--- config.mk ---
export PLATFORM = sky130hd
export DESIGN_NAME = satd_diff_buffer
export DESIGN_NICKNAME = d
export VERILOG_FILES = /design/src/rtl/satd_diff_buffer.sv
export SDC_FILE = /design/constraint.sdc
export NUM_CORES = 1
export LEC_CHECK = 0
export CAP_MARGIN = 5
export CORE_ASPECT_RATIO = 0.5
export CORE_MARGIN = 2
export CORE_UTILIZATION = 45
export CTS_CLUSTER_DIAMETER = 40
export DETAILED_ROUTE_END_ITERATION = 6
export GPL_TIMING_DRIVEN = 0
export PLACE_DENSITY = 0.72
export SLEW_MARGIN = 5
export SYNTH_ARGS = -nofsm -noshare
export SYNTH_HDL_FRONTEND = slang
export SYNTH_SLANG_ARGS = --single-unit
--- constraint.sdc ---
create_clock -name clk -period 2.9 [get_ports clk]
set_clock_uncertainty 0.2 [all_clocks]
set_input_delay 0.87 -clock clk [delete_from_list [all_inputs] [get_ports clk]]
set_output_delay 0.87 -clock clk [all_outputs]
set_load 0.02 [all_outputs]
--- src/rtl/satd_diff_buffer.sv ---
// satd_diff_buffer
//   Difference stage behind the SATD control FSM. For each original/reference pixel pair
//   it computes a signed residual. It collects the 16 residuals of a 4x4 block in a
//   ping-pong pair of banks. Each completed block is handed to the Hadamard stage over
//   a valid/ready handshake.
//
//   Optional feature: define SATD_DIFF_SAD_EN to add a running sum of |residual| per
//   block, presented on out_sad alongside out_diff. Without the macro out_sad is tied 0.
//
// Ports
//   clk, rst      system clock, synchronous active-high reset
//   ENABLE_DIFF   write enable from the control FSM
//   RESET_DIFF    synchronous clear of the write bank and write mask
//   COUNTER       entry index k = row*4+col; k==15 completes a block
//   orig_pixel    original pixel, unsigned
//   ref_pixel     reference/predicted pixel, unsigned
//   out_diff      block residuals, entry k at [k*DIFF_W +: DIFF_W], two's complement
//   out_valid     out_diff holds a complete block
//   out_ready     downstream accepts the block
//   out_sad       sum of absolute residuals of the presented block (0 if feature off)
//   overflow_err  sticky: a completed block was dropped because the read bank was busy
//   seq_err       sticky: a block completed with entries never written
module satd_diff_buffer #(
    parameter int unsigned PIXEL_W = 8,
    parameter int unsigned BLK_N   = 16
) (
    input  logic                           clk,
    input  logic                           rst,
    input  logic                           ENABLE_DIFF,
    input  logic                           RESET_DIFF,
    input  logic [3:0]                     COUNTER,
    input  logic [PIXEL_W-1:0]             orig_pixel,
    input  logic [PIXEL_W-1:0]             ref_pixel,
    output logic [BLK_N*(PIXEL_W+1)-1:0]   out_diff,
    output logic                           out_valid,
    input  logic                           out_ready,
    output logic [11:0]                    out_sad,
    output logic                           overflow_err,
    output logic                           seq_err
);

    localparam int unsigned DIFF_W = PIXEL_W + 1;
    localparam int unsigned SAD_W  = 12;

    // Two banks; wr_ptr_q selects the one being filled, the other is presented.
    logic [DIFF_W-1:0] bank_q [2][BLK_N];
    logic [DIFF_W-1:0] bank_d [2][BLK_N];
    logic              wr_ptr_q, wr_ptr_d;
    logic              rd_ptr;
    logic [BLK_N-1:0]  mask_q, mask_d;
    logic              out_valid_q, out_valid_d;
    logic              overflow_q, overflow_d;
    logic              seq_q, seq_d;

    logic [DIFF_W-1:0] diff;
    logic [BLK_N-1:0]  onehot;
    logic [BLK_N-1:0]  mask_new;
    logic              xfer;

    assign diff   = {1'b0, orig_pixel} - {1'b0, ref_pixel};
    assign rd_ptr = ~wr_ptr_q;
    assign xfer   = out_valid_q & out_ready;

`ifdef SATD_DIFF_SAD_EN
    logic [SAD_W-1:0] acc_q, acc_d;
    logic [SAD_W-1:0] out_sad_q, out_sad_d;

    function automatic logic [SAD_W-1:0] abs_ext(input logic [DIFF_W-1:0] v);
        logic [DIFF_W-1:0] m;
        m = v[DIFF_W-1] ? (~v + DIFF_W'(1)) : v;
        return SAD_W'(m);
    endfunction
`endif

    always_comb begin
        bank_d      = bank_q;
        mask_d      = mask_q;
        wr_ptr_d    = wr_ptr_q;
        out_valid_d = out_valid_q & ~xfer;
        overflow_d  = overflow_q;
        seq_d       = seq_q;
        onehot      = '0;
        onehot[COUNTER] = 1'b1;
        mask_new    = mask_q | onehot;
`ifdef SATD_DIFF_SAD_EN
        acc_d       = acc_q;
        out_sad_d   = out_sad_q;
`endif
        if (RESET_DIFF) begin
            // Clearing the write side beats a simultaneous write; read side untouched.
            for (int k = 0; k < BLK_N; k++) bank_d[wr_ptr_q][k] = '0;
            mask_d = '0;
`ifdef SATD_DIFF_SAD_EN
            acc_d = '0;
`endif
        end else if (ENABLE_DIFF) begin
            bank_d[wr_ptr_q][COUNTER] = diff;
            mask_d = mask_new;
`ifdef SATD_DIFF_SAD_EN
            // Rewrites replace the old contribution rather than adding to it.
            acc_d = acc_q - abs_ext(bank_q[wr_ptr_q][COUNTER]) + abs_ext(diff);
`endif
            if (COUNTER == 4'(BLK_N - 1)) begin
                if (mask_new != '1) seq_d = 1'b1;
                mask_d = '0;
                if (!out_valid_q || xfer) begin
                    // Swap: the old read bank becomes the fresh, cleared write bank.
                    wr_ptr_d    = ~wr_ptr_q;
                    for (int k = 0; k < BLK_N; k++) bank_d[rd_ptr][k] = '0;
                    out_valid_d = 1'b1;
`ifdef SATD_DIFF_SAD_EN
                    out_sad_d   = acc_d;
                    acc_d       = '0;
`endif
                end else begin
                    // Read bank still held: drop the completed block.
                    overflow_d = 1'b1;
                    for (int k = 0; k < BLK_N; k++) bank_d[wr_ptr_q][k] = '0;
`ifdef SATD_DIFF_SAD_EN
                    acc_d = '0;
`endif
                end
            end
        end
    end

    always_ff @(posedge clk) begin
        if (rst) begin
            for (int b = 0; b < 2; b++) begin
                for (int k = 0; k < BLK_N; k++) bank_q[b][k] <= '0;
            end
            wr_ptr_q    <= 1'b0;
            mask_q      <= '0;
            out_valid_q <= 1'b0;
            overflow_q  <= 1'b0;
            seq_q       <= 1'b0;
`ifdef SATD_DIFF_SAD_EN
            acc_q       <= '0;
            out_sad_q   <= '0;
`endif
        end else begin
            for (int b = 0; b < 2; b++) begin
                for (int k = 0; k < BLK_N; k++) bank_q[b][k] <= bank_d[b][k];
            end
            wr_ptr_q    <= wr_ptr_d;
            mask_q      <= mask_d;
            out_valid_q <= out_valid_d;
            overflow_q  <= overflow_d;
            seq_q       <= seq_d;
`ifdef SATD_DIFF_SAD_EN
            acc_q       <= acc_d;
            out_sad_q   <= out_sad_d;
`endif
        end
    end

    always_comb begin
        out_diff = '0;
        for (int k = 0; k < BLK_N; k++) out_diff[k*DIFF_W +: DIFF_W] = bank_q[rd_ptr][k];
    end

    assign out_valid    = out_valid_q;
    assign overflow_err = overflow_q;
    assign seq_err      = seq_q;

`ifdef SATD_DIFF_SAD_EN
    assign out_sad = out_sad_q;
`else
    assign out_sad = '0;
`endif

endmodule

Word level (Yosys, flattened, before mapping)

Cells that the tools add are included.

Flip-flop bits (word level): 308
Latch bits: 0
Memory bits (writable): 0
Bits in read-only memories: 0
Input bits: 25
Logic and storage cells: 232
Memories: 0

Add/subtract/negate cells: 1
Multipliers: 0
Divide/modulo/power cells: 0
Magnitude comparators: 8
Eq/ne operators: 2
Shifts and indexed selects: 0
Multiplexer cells: 83
Bitwise operators: 90
Reduce and logical (&&, ||, !) cells: 11

Operators with widths:

| cell                                   | count |
|---|---|
| bitwise AND 288 bit                    | 48 |
| NOT 288 bit                            | 32 |
| demux 144 bit (select 1 bit)           | 33 |
| 2-to-1 mux 288 bit                     | 4 |
| 2-to-1 mux 144 bit                     | 6 |
| bitwise mux 288 bit                    | 1 |
| 2-to-1 mux 135 bit                     | 2 |
| 2-to-1 mux 126 bit                     | 2 |
| 2-to-1 mux 117 bit                     | 2 |
| 2-to-1 mux 108 bit                     | 2 |
| 2-to-1 mux 99 bit                      | 2 |
| 2-to-1 mux 90 bit                      | 2 |
| 2-to-1 mux 81 bit                      | 2 |
| 2-to-1 mux 72 bit                      | 2 |
| 2-to-1 mux 63 bit                      | 2 |
| 2-to-1 mux 54 bit                      | 2 |
| 2-to-1 mux 45 bit                      | 2 |
| 2-to-1 mux 36 bit                      | 2 |
| 2-to-1 mux 27 bit                      | 2 |
| demux 9 bit (select 4 bit)             | 1 |
| 2-to-1 mux 18 bit                      | 2 |
| 2-to-1 mux 9 bit                       | 3 |
| 2-to-1 mux 16 bit                      | 1 |
| != test 16 bit (second input constant) | 1 |
| other kinds (21)                       | 37 |

Logic depth before layout (Yosys ltp)

Word-level depth: 28
Depth in mapped cells: 11
Mapped depth without buffers: 9

Least setup slack after synthesis

OpenSTA, ideal clock, no wires.

Path kind: input to register
Start point: in orig_pixel[0]
End point: reg, netlist name bank_q[177]
Data arrival time: 2752 ps
Data required time: 2570 ps
Setup slack: -182 ps
Stages: 10
Buffers on the path: 1
Cells stage by stage: inv_1 -> ha_1 -> inv_1 -> fa_1 -> a21oi_1 -> o21ai_0 -> a21oi_1 -> xor2_1 -> buf_2 -> o32ai_1

Word-level cells in the longest chain between the ends: 22

Ends and longest elaborated chain:

| item                                               | RTL line | source |
|---|---|---|
| from (decl)                                        | 32       | `input logic [PIXEL_W-1:0] orig_pixel,` |
| subtractor 8 x 8 -> 9 bit (*)                      | 60       | `assign diff = {1'b0, orig_pixel} - {1'b0, ref_pixel};` |
| bitwise mux 288 bit (*)                            | 97       | `bank_d[wr_ptr_q][COUNTER] = diff;` |
| bitwise AND 288 bit (no source line) (16 in a row) | n/a      |  |
| 2-to-1 mux 288 bit                                 | 106      | `if (!out_valid_q \|\| xfer) begin` |
| 2-to-1 mux 288 bit (*)                             | 103      | `if (COUNTER == 4'(BLK_N - 1)) begin` |
| 2-to-1 mux 288 bit (*)                             | 96       | `end else if (ENABLE_DIFF) begin` |
| 2-to-1 mux 288 bit (*)                             | 89       | `if (RESET_DIFF) begin` |

Every way passes the cells marked *; elsewhere a longest branch is shown, timed or not. The select of a mux whose other input is x is not followed.
A chain may end at the register's enable or synchronous reset.

Worst setup path in the final report

Start point: reg wr_ptr_q
End point: out out_diff[141]

Word-level cells in the longest chain between the ends: 5

Ends and longest elaborated chain:

| item                                                  | RTL line | source |
|---|---|---|
| from (decl)                                           | 48       | `logic wr_ptr_q, wr_ptr_d;` |
| from (signal assigned)                                | 145      | `wr_ptr_q <= wr_ptr_d;` |
| NOT 1 bit                                             | 61       | `assign rd_ptr = ~wr_ptr_q;` |
| NOT 1 -> 2 bit (implied by the code)                  | 159      | `for (int k = 0; k < BLK_N; k++) out_diff[k*DIFF_W +: DIFF_W] = bank_q[rd_ptr][k];` |
| 2-to-1 mux 144 bit (implied by the code) (2 in a row) | 159      |  |
| 2-to-1 mux 144 bit                                    | n/a      |  |
| to (decl)                                             | 34       | `output logic [BLK_N*(PIXEL_W+1)-1:0] out_diff,` |

No other way between the ends. The select of a mux whose other input is x is not followed.

==> flow_summary.ini <==
[logic_synthesis]
synth_area_leader_cell = dfxtp_1
ys_ff_latch = 308
synthCells = 1390
synth_cell_type_count = 67
synth_edf_count = 0
yosys_warnings = 0
synth_common_cells = dfxtp_1 (308), nor2_1 (150), mux2_2 (144), a22o_1 (109), clkbuf_1 (66)
seq_area_frac_synth = 0.451
ys_async_sr_fraction = 0
syn_area_um2 = 13700
synth_top_area_share = 0.451
synth_most_common_cell = dfxtp_1
synthFlopType = dfxtp_1
synth_area_per_cell_um2 = 9.83
yosys-top-cells-area = dfxtp_1 (45%), mux2_2 (12%), a22o_1 (7.0%), nor2_1 (4.1%), a22oi_1 (2.3%)

[route]
drc_errors = 0
dr.pass1.iters = 7
vias = 13755
via_per_inst = 6.61
ant_nets = 0
drtIter0Drc = 1897
routed_wl_um = 64600
wl_per_cell_um = 31.0

[status]
violations = negative setup slack
status = finished, violations left

[power_and_ir_drop]
p_leak_nw = 7.53
peakVddDrop_v = 0.000341
powerDensity_nw_per_um2 = 541
fin_total_pwr_mw = 10.5

[floorplanning]
dieArea_um2 = 31900
die_x_um = 250
core_region_area_um2 = 30100
ioPinCount = 184
rows = 45
die_h_um = 127
start_util = 0.454

[worst_hold_path]
hold_path_class = flop to flop

[grt]
grt_first_pass_wirelength_um = 88200
gr-max-usage-layer = met2
grt_pass1_vias = 13078
antenna_found_initial = 0
met3_usage = 0.130
grtUsageTotal = 0.378
grt-ovfl-total = 0
grt_max_degree = 16
use_met2 = 0.544
use_met1 = 0.527

[setup_path]
cp_common_cell = clkbuf_16
worstSetupPathType = flop to output pin
required_ps = 1830
crit_slowest_cell = dfxtp_4
arrival_ps = 1990
cpPeakStageDelay_ps = 390
critPathLaunchType = flop
crit_path_max_fanout = 8
cp-end-kind = output pin
path_cells = clkbuf_16 -> clkbuf_16 -> clkbuf_16 -> mux2_4 -> buf_6

[clocking]
cts_tree = done
clockRootBuffer = clkbuf_16
clk-insertion-delay-late_ps = 520
ctsHoldBuffers = 0
max-clock-path-buffers = 3
cts.sinks = 308
cts_buffers = 34
htreeDepth = 2
path_clk_slew_ps = 60

[sta]
tightestPinTransition_ps = 925
slew-limit-headroom = 0.382
hold_slack_ps = 262
hold_viol = 0
drv_slew = 0
post-route-min-period_ps = 3060
max_freq_mhz = 326
setup_viol = 147
finalSetupTns_ps = -15710
rsz0062_at_grt = yes
fin_ws_ps = -165
finalCritPeriodShare = 1.06

[finish]
synthToLayoutAreaGrowth_pct = 41.8
nets = 1690
drive_above_1_share = 0.363
fin_area_um2 = 19400
stdcell_count = 2082
utilization = 0.643

[place]
pre_cts_slack_ps = -1550
place.gp.congestion = 0.974
port_buffers = 167
dpl.hpwl_um = 43200
dpl-instance-area_um2 = 15900
placedCellCount = 1967

[job]
drv_cap = 0
-- worst max-delay path, delay by kind of cell (launching register included) --
family	cells	cell delay, ps
flip-flops	1	390
multiplexers	1	340
buffers and inverters	4	730
-- cells in the final DEF, fill, tap and decap left out, drive strengths merged, types with 4 or more instances in the layout --
master	instances
dfxtp	308
buf	250
nor2	150
mux2	144
clkbuf	120
a22o	109
nand2	64
a21oi	43
inv	42
a22oi	41
nand3	37
o2bb2ai	33
o32ai	31
a32oi	27
o21ai	25
a32o	24
nor3	23
clkdlybuf4s50	16
and3	16
o22ai	16
nand2b	12
a31oi	12
conb	12
or3	11
and2	8
nor2b	8
or2	8
clkinv	8
ha	8
o31ai	7
nand4	6
dlymetal6s2s	5
xor2	5
a211oi	5
nand3b	4
nor4	4
-- flip-flops by register name, summed over array words and instances (netlist names) --
signal,cells
out_valid,1
bank_q,288
overflow_err,1
seq_err,1
mask_q,16
wr_ptr_q,1
-- repair_timing --
| action | in CTS | in global routing |
|---|---|---|
| pin swaps | 6 | 17 |
| endpoints found under the setup margin | 435 | 435 |
| gates resized for setup | 921 | 304 |
| cloned | 5 | 14 |
| setup buffers | 20 | 21 |
-- report_power, final --
| part | switching [mW] | internal (mW) |
|---|---|---|
| combinational | 1.13 | 0.528 |
| sequential | 0.0102 | 4.24 |
| clock | 1.96 | 2.61 |
-- per-layer routing --
layer | share of wire | up-vias
met4 | 0.034 | 0
li1 | - | 5711
met5 | 0 | -
met3 | 0.13 | 170
met1 | 0.43 | 6921
met2 | 0.41 | 953
-- worst paths after layout --
kind / start / to / slack, ps / cells past startpoint
max: wr_ptr_q / out_diff[141] / -160 / 5
min: bank_q[126] / bank_q[126] / 260 / 2
max reg2reg: wr_ptr_q / bank_q[163] / 170 / 7
min reg2reg: bank_q[126] / bank_q[126] / 260 / 2
-- cell families after synthesis --
group / count (synthesis) / share of synthesized area
AO/OA/AOI/OAI: 396 / 0.239
XOR/XNOR: 8 / 0.00513
adder cells (fa/ha/maj): 9 / 0.00879
buffers and inverters: 164 / 0.0525
flip-flops: 308 / 0.451
multiplexers: 147 / 0.121
other: 1 / 0.000274
AND/OR/NAND/NOR: 357 / 0.122
-- area by class of cell --
| type | count | area [um2] |
|---|---|---|
| plain buffers | 116 | 1030 |
| well taps | 399 | 499 |
| diodes | 2 | 5.00 |
| clock inverters | 12 | 138 |
| fillers | 2350 | 10700 |
| clock buffers | 49 | 1030 |
| inverters | 40 | 150 |
| repair buffers | 227 | 2560 |
| multi-input cells | 929 | 7790 |
| flip-flops and latches | 308 | 6170 |
Note: power is estimated with default switching activity, not from simulation.
